**src/rtl/chacha_pkg.sv**
```systemverilog
// Shared ChaCha20 types, sigma constants and helpers for the block finalize stage.
package chacha_pkg;

  typedef logic [31:0] word_t;
  typedef word_t [3:0][3:0] matrix_t;

  typedef enum logic {
    FIN_IDLE,
    FIN_STREAM
  } fin_state_e;

  localparam word_t CHACHA_CONST0 = 32'h61707865;
  localparam word_t CHACHA_CONST1 = 32'h3320646e;
  localparam word_t CHACHA_CONST2 = 32'h79622d32;
  localparam word_t CHACHA_CONST3 = 32'h6b206574;

  // Matrices are packed high-first, so RFC word 0 sits at [3][3].
  function automatic word_t word_at(matrix_t m, int w);
    logic [1:0] r;
    logic [1:0] c;
    r = 2'(3 - (w >>> 2));
    c = 2'(3 - (w & 3));
    return m[r][c];
  endfunction

  function automatic word_t keep_mask(logic [3:0] keep);
    word_t m;
    for (int i = 0; i < 4; i++) m[8*i +: 8] = {8{keep[i]}};
    return m;
  endfunction

endpackage

```
**src/rtl/chacha_ct_skid.sv**
```systemverilog
// One-deep registered ciphertext output slice with full-throughput valid/ready.
module chacha_ct_skid
  import chacha_pkg::*;
(
  input  logic        clk,
  input  logic        rst,
  input  logic        load,
  input  logic [31:0] in_data,
  input  logic [3:0]  in_keep,
  input  logic        in_last,
  output logic        in_ready,
  output logic [31:0] ct_data,
  output logic [3:0]  ct_keep,
  output logic        ct_last,
  output logic        ct_valid,
  input  logic        ct_ready
);

  // A new word may replace the held one in the same cycle it is consumed.
  assign in_ready = !ct_valid || ct_ready;

  always_ff @(posedge clk) begin
    if (rst) begin
      ct_data  <= '0;
      ct_keep  <= '0;
      ct_last  <= 1'b0;
      ct_valid <= 1'b0;
    end else if (load) begin
      ct_data  <= in_data;
      ct_keep  <= in_keep;
      ct_last  <= in_last;
      ct_valid <= 1'b1;
    end else if (ct_ready) begin
      ct_valid <= 1'b0;
    end
  end

endmodule

```
**src/rtl/chacha_block_finalize.sv**
```systemverilog
// ChaCha20 feed-forward addition, keystream buffer and plaintext XOR streamer.
module chacha_block_finalize
  import chacha_pkg::*;
#(
  parameter int NUM_WORDS = 16,
  parameter int WIDX_W    = 4
)
(
  input  logic        clk,
  input  logic        rst,
  input  logic        blockready,
  input  matrix_t     round_matrix,
  input  matrix_t     init_matrix,
  input  logic [31:0] pt_data,
  input  logic [3:0]  pt_keep,
  input  logic        pt_last,
  input  logic        pt_valid,
  output logic        pt_ready,
  output logic [31:0] ct_data,
  output logic [3:0]  ct_keep,
  output logic        ct_last,
  output logic        ct_valid,
  input  logic        ct_ready,
  output logic        next_block_req,
  output logic        overrun
);

  fin_state_e state_q, state_d;
  logic [WIDX_W-1:0] idx_q;
  word_t [NUM_WORDS-1:0] ks_sum;
  word_t [NUM_WORDS-1:0] ks_q;
  logic  skid_ready;
  logic  accept;
  logic  block_end;
  word_t ct_word;

  for (genvar w = 0; w < NUM_WORDS; w++) begin : g_ff
    assign ks_sum[w] = word_at(round_matrix, w) + word_at(init_matrix, w);
  end

  assign pt_ready  = (state_q == FIN_STREAM) && skid_ready;
  assign accept    = pt_valid && pt_ready;
  assign block_end = accept && (pt_last || (idx_q == WIDX_W'(NUM_WORDS - 1)));
  assign ct_word   = (pt_data ^ ks_q[idx_q]) & keep_mask(pt_keep);

  always_comb begin
    state_d = state_q;
    case (state_q)
      FIN_IDLE:   if (blockready) state_d = FIN_STREAM;
      FIN_STREAM: if (block_end)  state_d = FIN_IDLE;
      default:    state_d = FIN_IDLE;
    endcase
  end

  always_ff @(posedge clk) begin
    if (rst) begin
      state_q        <= FIN_IDLE;
      idx_q          <= '0;
      next_block_req <= 1'b0;
      overrun        <= 1'b0;
    end else begin
      state_q        <= state_d;
      next_block_req <= block_end;
      // The buffer is still in use until the FSM is back in IDLE.
      if (blockready && (state_q != FIN_IDLE)) overrun <= 1'b1;
      if (state_q == FIN_IDLE)
        idx_q <= '0;
      else if (accept)
        idx_q <= block_end ? '0 : idx_q + 1'b1;
    end
  end

  always_ff @(posedge clk) begin
    if ((state_q == FIN_IDLE) && blockready) ks_q <= ks_sum;
  end

  chacha_ct_skid u_skid (
    .clk      (clk),
    .rst      (rst),
    .load     (accept),
    .in_data  (ct_word),
    .in_keep  (pt_keep),
    .in_last  (pt_last),
    .in_ready (skid_ready),
    .ct_data  (ct_data),
    .ct_keep  (ct_keep),
    .ct_last  (ct_last),
    .ct_valid (ct_valid),
    .ct_ready (ct_ready)
  );

endmodule

```
**config.mk**
```make
export PLATFORM = sky130hd
export DESIGN_NAME = chacha_block_finalize
export DESIGN_NICKNAME = d
export VERILOG_FILES = /design/src/rtl/chacha_pkg.sv /design/src/rtl/chacha_ct_skid.sv /design/src/rtl/chacha_block_finalize.sv
export SDC_FILE = /design/constraint.sdc
export NUM_CORES = 2
export LEC_CHECK = 0
export BUFFER_PORTS_ARGS = -buffer_cell sky130_fd_sc_hd__clkbuf_2
export CELL_PAD_IN_SITES_DETAIL_PLACEMENT = 0
export CELL_PAD_IN_SITES_GLOBAL_PLACEMENT = 1
export CORE_AREA = 8 8 421 423
export DETAILED_ROUTE_END_ITERATION = 8
export DIE_AREA = 0 0 429 431
export PLACE_DENSITY = 0.54
export SYNTH_ARGS = -nofsm -noshare
export SYNTH_HDL_FRONTEND = slang
export SYNTH_SLANG_ARGS = --single-unit
export TNS_END_PERCENT = 20
```
**constraint.sdc**
```tcl
create_clock -name clk -period 23.5 [get_ports clk]
set_input_delay 1.175 -clock clk [delete_from_list [all_inputs] [get_ports clk]]
set_output_delay 1.175 -clock clk [all_outputs]
set_load 0.02 [all_outputs]
```
# Yosys cells after proc, flatten, opt, wreduce, memory -nomap -nowiden
# Cells that the tools add are included.
# Widths: inputs -> output; s select.
dict set report classes {
  bitwise 3
  n_reduce_logical 10
  n_mux 8
  magnitude_cmp 1
  eq_ne 1
  n_addsub 17
}
# op count
set ops {}
lappend ops {{$add 32x32->32} 16}
lappend ops {{$bmux 32 s4} 1}
lappend ops {{$and 32x32->32} 1}
lappend ops {{$mux 32} 1}
lappend ops {{$xor 32x32->32} 1}
lappend ops {{$logic_and 1x1->1} 5}
lappend ops {{$lt 4x5->1 const B} 1}
lappend ops {{$add 4x1->4 const B} 1}
lappend ops {{$eq 4x4->1 const B} 1}
lappend ops {{$mux 1} 4}
lappend ops {{$mux 4} 1}
lappend ops {{$logic_or 1x1->1} 2}
lappend ops {{$pmux 1 s2} 1}
lappend ops {{$reduce_bool 2->1} 1}
lappend ops {{$reduce_or 2->1} 1}
lappend ops {{$logic_not 1->1} 1}
lappend ops {{$not 1->1} 1}
dict set report totals {
  word_cells 64
  register_bits 557
  in_bits 1066
}

# Logic depth before layout (Yosys ltp)
dict set report logic_depth {
  ltp_word 7
  depth_mapped 11
}

# Hierarchy
# Synthesis repeated with hierarchy kept, for this count alone.
dict set report hier_totals {
  hier_cells 4172
  area_unflattened_um2 44707.9
}
# mod cells_per_inst area_per_inst_um2 n_inst
set by_module_without_submodules {}
lappend by_module_without_submodules {chacha_block_finalize 4049 43346.6 1}
lappend by_module_without_submodules {chacha_ct_skid 123 1361.3 1}

# Worst setup path after synthesis
# No wires, ideal clock.
dict set report synth_timing {
  path_type {in2reg}
  start {input blockready}
  end {register ks_q[0] (netlist name) (enable)}
  stages 2
  setup_ps 860
  arrival_ps 11121
  setup_slack_ps 11518
  path_cell_list {nand2b_1 inv_1}
}
dict set report synth_via {
  elab_chain_cells 1
}
# element line
set synth_lines {}
lappend synth_lines {{start: declaration} chacha_block_finalize.sv:11} ;# input logic blockready,
lappend synth_lines {{$logic_and 1x1->1} chacha_block_finalize.sv:74} ;# if ((state_q == FIN_IDLE) && blockready) ks_q <= ks_sum;
lappend synth_lines {{end signal: assignment} chacha_block_finalize.sv:74}
lappend synth_lines {{end: declaration} chacha_block_finalize.sv:31} ;# word_t [NUM_WORDS-1:0] ks_q;
# No other way between the ends.
# A chain may end at the register's enable or synchronous reset.

==> results.ini <==
[worst_setup_path]
worstPathRequired_ps = 23910
path_max_fanout = 4
worstPathArrival_ps = 4420
critPathKind = primary input to flip-flop
r2r_cells = 8
end_kind = flip-flop
startpoint_type = primary input

[route]
initialDrtViolationCount = 2505
first_pass_iters = 7
vias_per_cell = 5.15
routed_wl_um = 216000
vias = 39800
drcViolationCount = 0
wl_per_cell_um = 27.9
drtAntennaViolNets = 0

[timing]
fmax_mhz = 249
final.period_utilization_pct = 17.1
setup_viol = 0
hold_viol_final = 0
slew_headroom_pct = 30.0
setup_ws_ps = 19490
slew_viol_final = 0
fin_setup_tns_ps = 0
rsz0062_at_grt = no
skew_ps = 31.9
max_slew.worst_pin.slew_ps = 1050
min_period_ps = 4010

[pwr]
total_power_mw = 3.54
p_per_area_nw_per_um2 = 63.2
ir_drop_uv = 39.1
p_leak_nw = 24.3

[clock_network]
clockBufferDepth = 3
post_cts_buffers = 0
cts_tree = built
clk_pin_slew_ps = 60
clock_latency_ps = 660
post_cts_resize_count = 0
cts_hold_buffers = 0
cts_sinks = 557
cts_max_level = 3
numCtsBuffers = 71
cts-root-buf = clkbuf_16

[flow_run]
drv_cap = 0

[synthesis]
synth_edf_count = 512
synth_cell_types = 107
yosysSeqAreaShare_pct = 35.6
synth_fp_nets = 5938
syn_avg_cell_area_um2 = 10.5
synth_seq_cells = 557
synth_warnings = 0
synth_top_flop_cell = edfxtp_1
syn_area_um2 = 45700
async_reset_ff_share_pct = 0
synthCells = 4359

[global_route]
grt.total_usage_pct = 22.2
grt_pass1_wl_um = 301000
grt-ovfl-total = 0
antenna_found_initial = 44
grt_max_degree = 166
grt_pass1_vias = 41500

[final_layout]
fillers = 17700
mostFrequentLayoutCell = clkbuf_2
area_delta_synth_final_pct = 22.5
nNetsFinal = 7001
stdcell_count = 7722
multiInputGateArea_um2 = 28500
layout_common_cells = 1106 x clkbuf_2, 512 x edfxtp_1, 497 x ha_1
drive_gt1_share_pct = 26.6
register_area_um2 = 16300

[floorplanning]
dieArea_um2 = 185000
num_rows = 152
core_area_um2 = 171000
die_h_um = 431
start_util_pct = 26.8
fp.dieW_um = 429
io_pins = 1107

[placed_design]
dp.cells = 7582
place_congestion = 0.927
pre_cts_ws_ps = 18650
dp_hpwl_um = 186000
numPortBuffers = 1106

[min_path]
hold_depth = 2
hold_class = flip-flop to flip-flop

[status]
outcome = completed

[stage by stage]
step	hold slack, ps	util [%]	cell area, um^2
detailed placement	452	31.5	53700
finish	459	32.8	56000
CTS	460	32.8	56000
floorplan	490	-	45700
global route	488	32.8	56000
global placement	448	31.5	53700
[final timing paths]
| check | endpoint | slack, ps | from |
|---|---|---|---|
| worst min register to register | u_skid.ct_last | 460 | u_skid.ct_last |
| worst max register to register | u_skid.ct_data[1] | 19570 | idx_q[0] |
| worst min-delay path | u_skid.ct_last | 460 | u_skid.ct_last |
| worst max-delay path | ks_q[506] | 19490 | round_matrix[0] |
[worst max-delay path, stage by stage]
cell and delay (ps):
clkbuf_2 80, ha_1 240, fa_1 410, a21oi_1 200
o21ai_0 210, a21oi_1 560, o21ai_1 200, a31oi_1 510
a211oi_1 250, a21oi_1 280, o21ai_0 140, xnor2_1 140
[power breakdown]
| group | switching (mW) | total, mW | internal, mW | leakage, nW |
|---|---|---|---|---|
| combinational | 0.669 | 1.12 | 0.448 | 17.9 |
| sequential | 0.0513 | 1.32 | 1.27 | 5.26 |
| clock | 0.465 | 1.10 | 0.638 | 1.10 |
[state kept, by name (all words and copies together) (netlist names)]
signal and count:
idx_q 4, state_q 1, u_skid.ct_keep 4, u_skid.ct_data 32, overrun 1, u_skid.ct_valid 1, next_block_req 1, ks_q 512
u_skid.ct_last 1
[Yosys cell counts, types with 18 or more instances]
master      n  area (um^2)
nand4_1    52          325
ha_1      497         6220
a211oi_1   75          563
a22oi_1    34          255
nand2b_1   31          194
a31oi_1    42          263
nor3_1     27          135
and2_1     26          163
o211ai_1   33          248
clkbuf_1   98          368
xor2_1    240         2100
mux2i_1    36          360
a21oi_1   461         2310
o21ai_0   194          971
o21bai_1   70          526
dfxtp_1    45          901
xnor2_1   265         2320
nor2_1    238          893
and3_1     46          288
mux4_2    128         2880
nand3_1    66          330
a21o_1    312         2340
nor2b_1    74          463
o21a_1     46          345
inv_1      97          364
buf_2      27          135
edfxtp_1  512        15400
nand2_1   262          983
o31ai_1    18          135
o21ai_1    36          180
[area by class of cell]
cell class	instances	area share, %
inverters	98	0.670
well taps	2233	4.99
diodes	12	0.0536
clock inverters	42	0.657
flip-flops and latches	557	29.1
clock buffers	86	3.43
repair buffers	1121	10.1
multi-input cells	3573	51.0
[logic make-up after synthesis]
group	synth area share, %
compound gates	22.1
simple gates	9.26
flops	35.6
fa+ha+maj	14.3
xor+xnor	9.68
buf+inv	1.95
mux	7.09
[metal layers]
| layer | up-vias | part of all wire, % | track usage [%] |
|---|---|---|---|
| li1 | 18900 | - | - |
| met1 | 19400 | 41 | 26.4 |
| met2 | 1193 | 51 | 41.3 |
| met3 | 236 | 4.3 | 3.14 |
| met4 | 10 | 3.2 | 6.67 |
| met5 | - | 0.028 | 0 |
(Power assumes the default switching activity.)
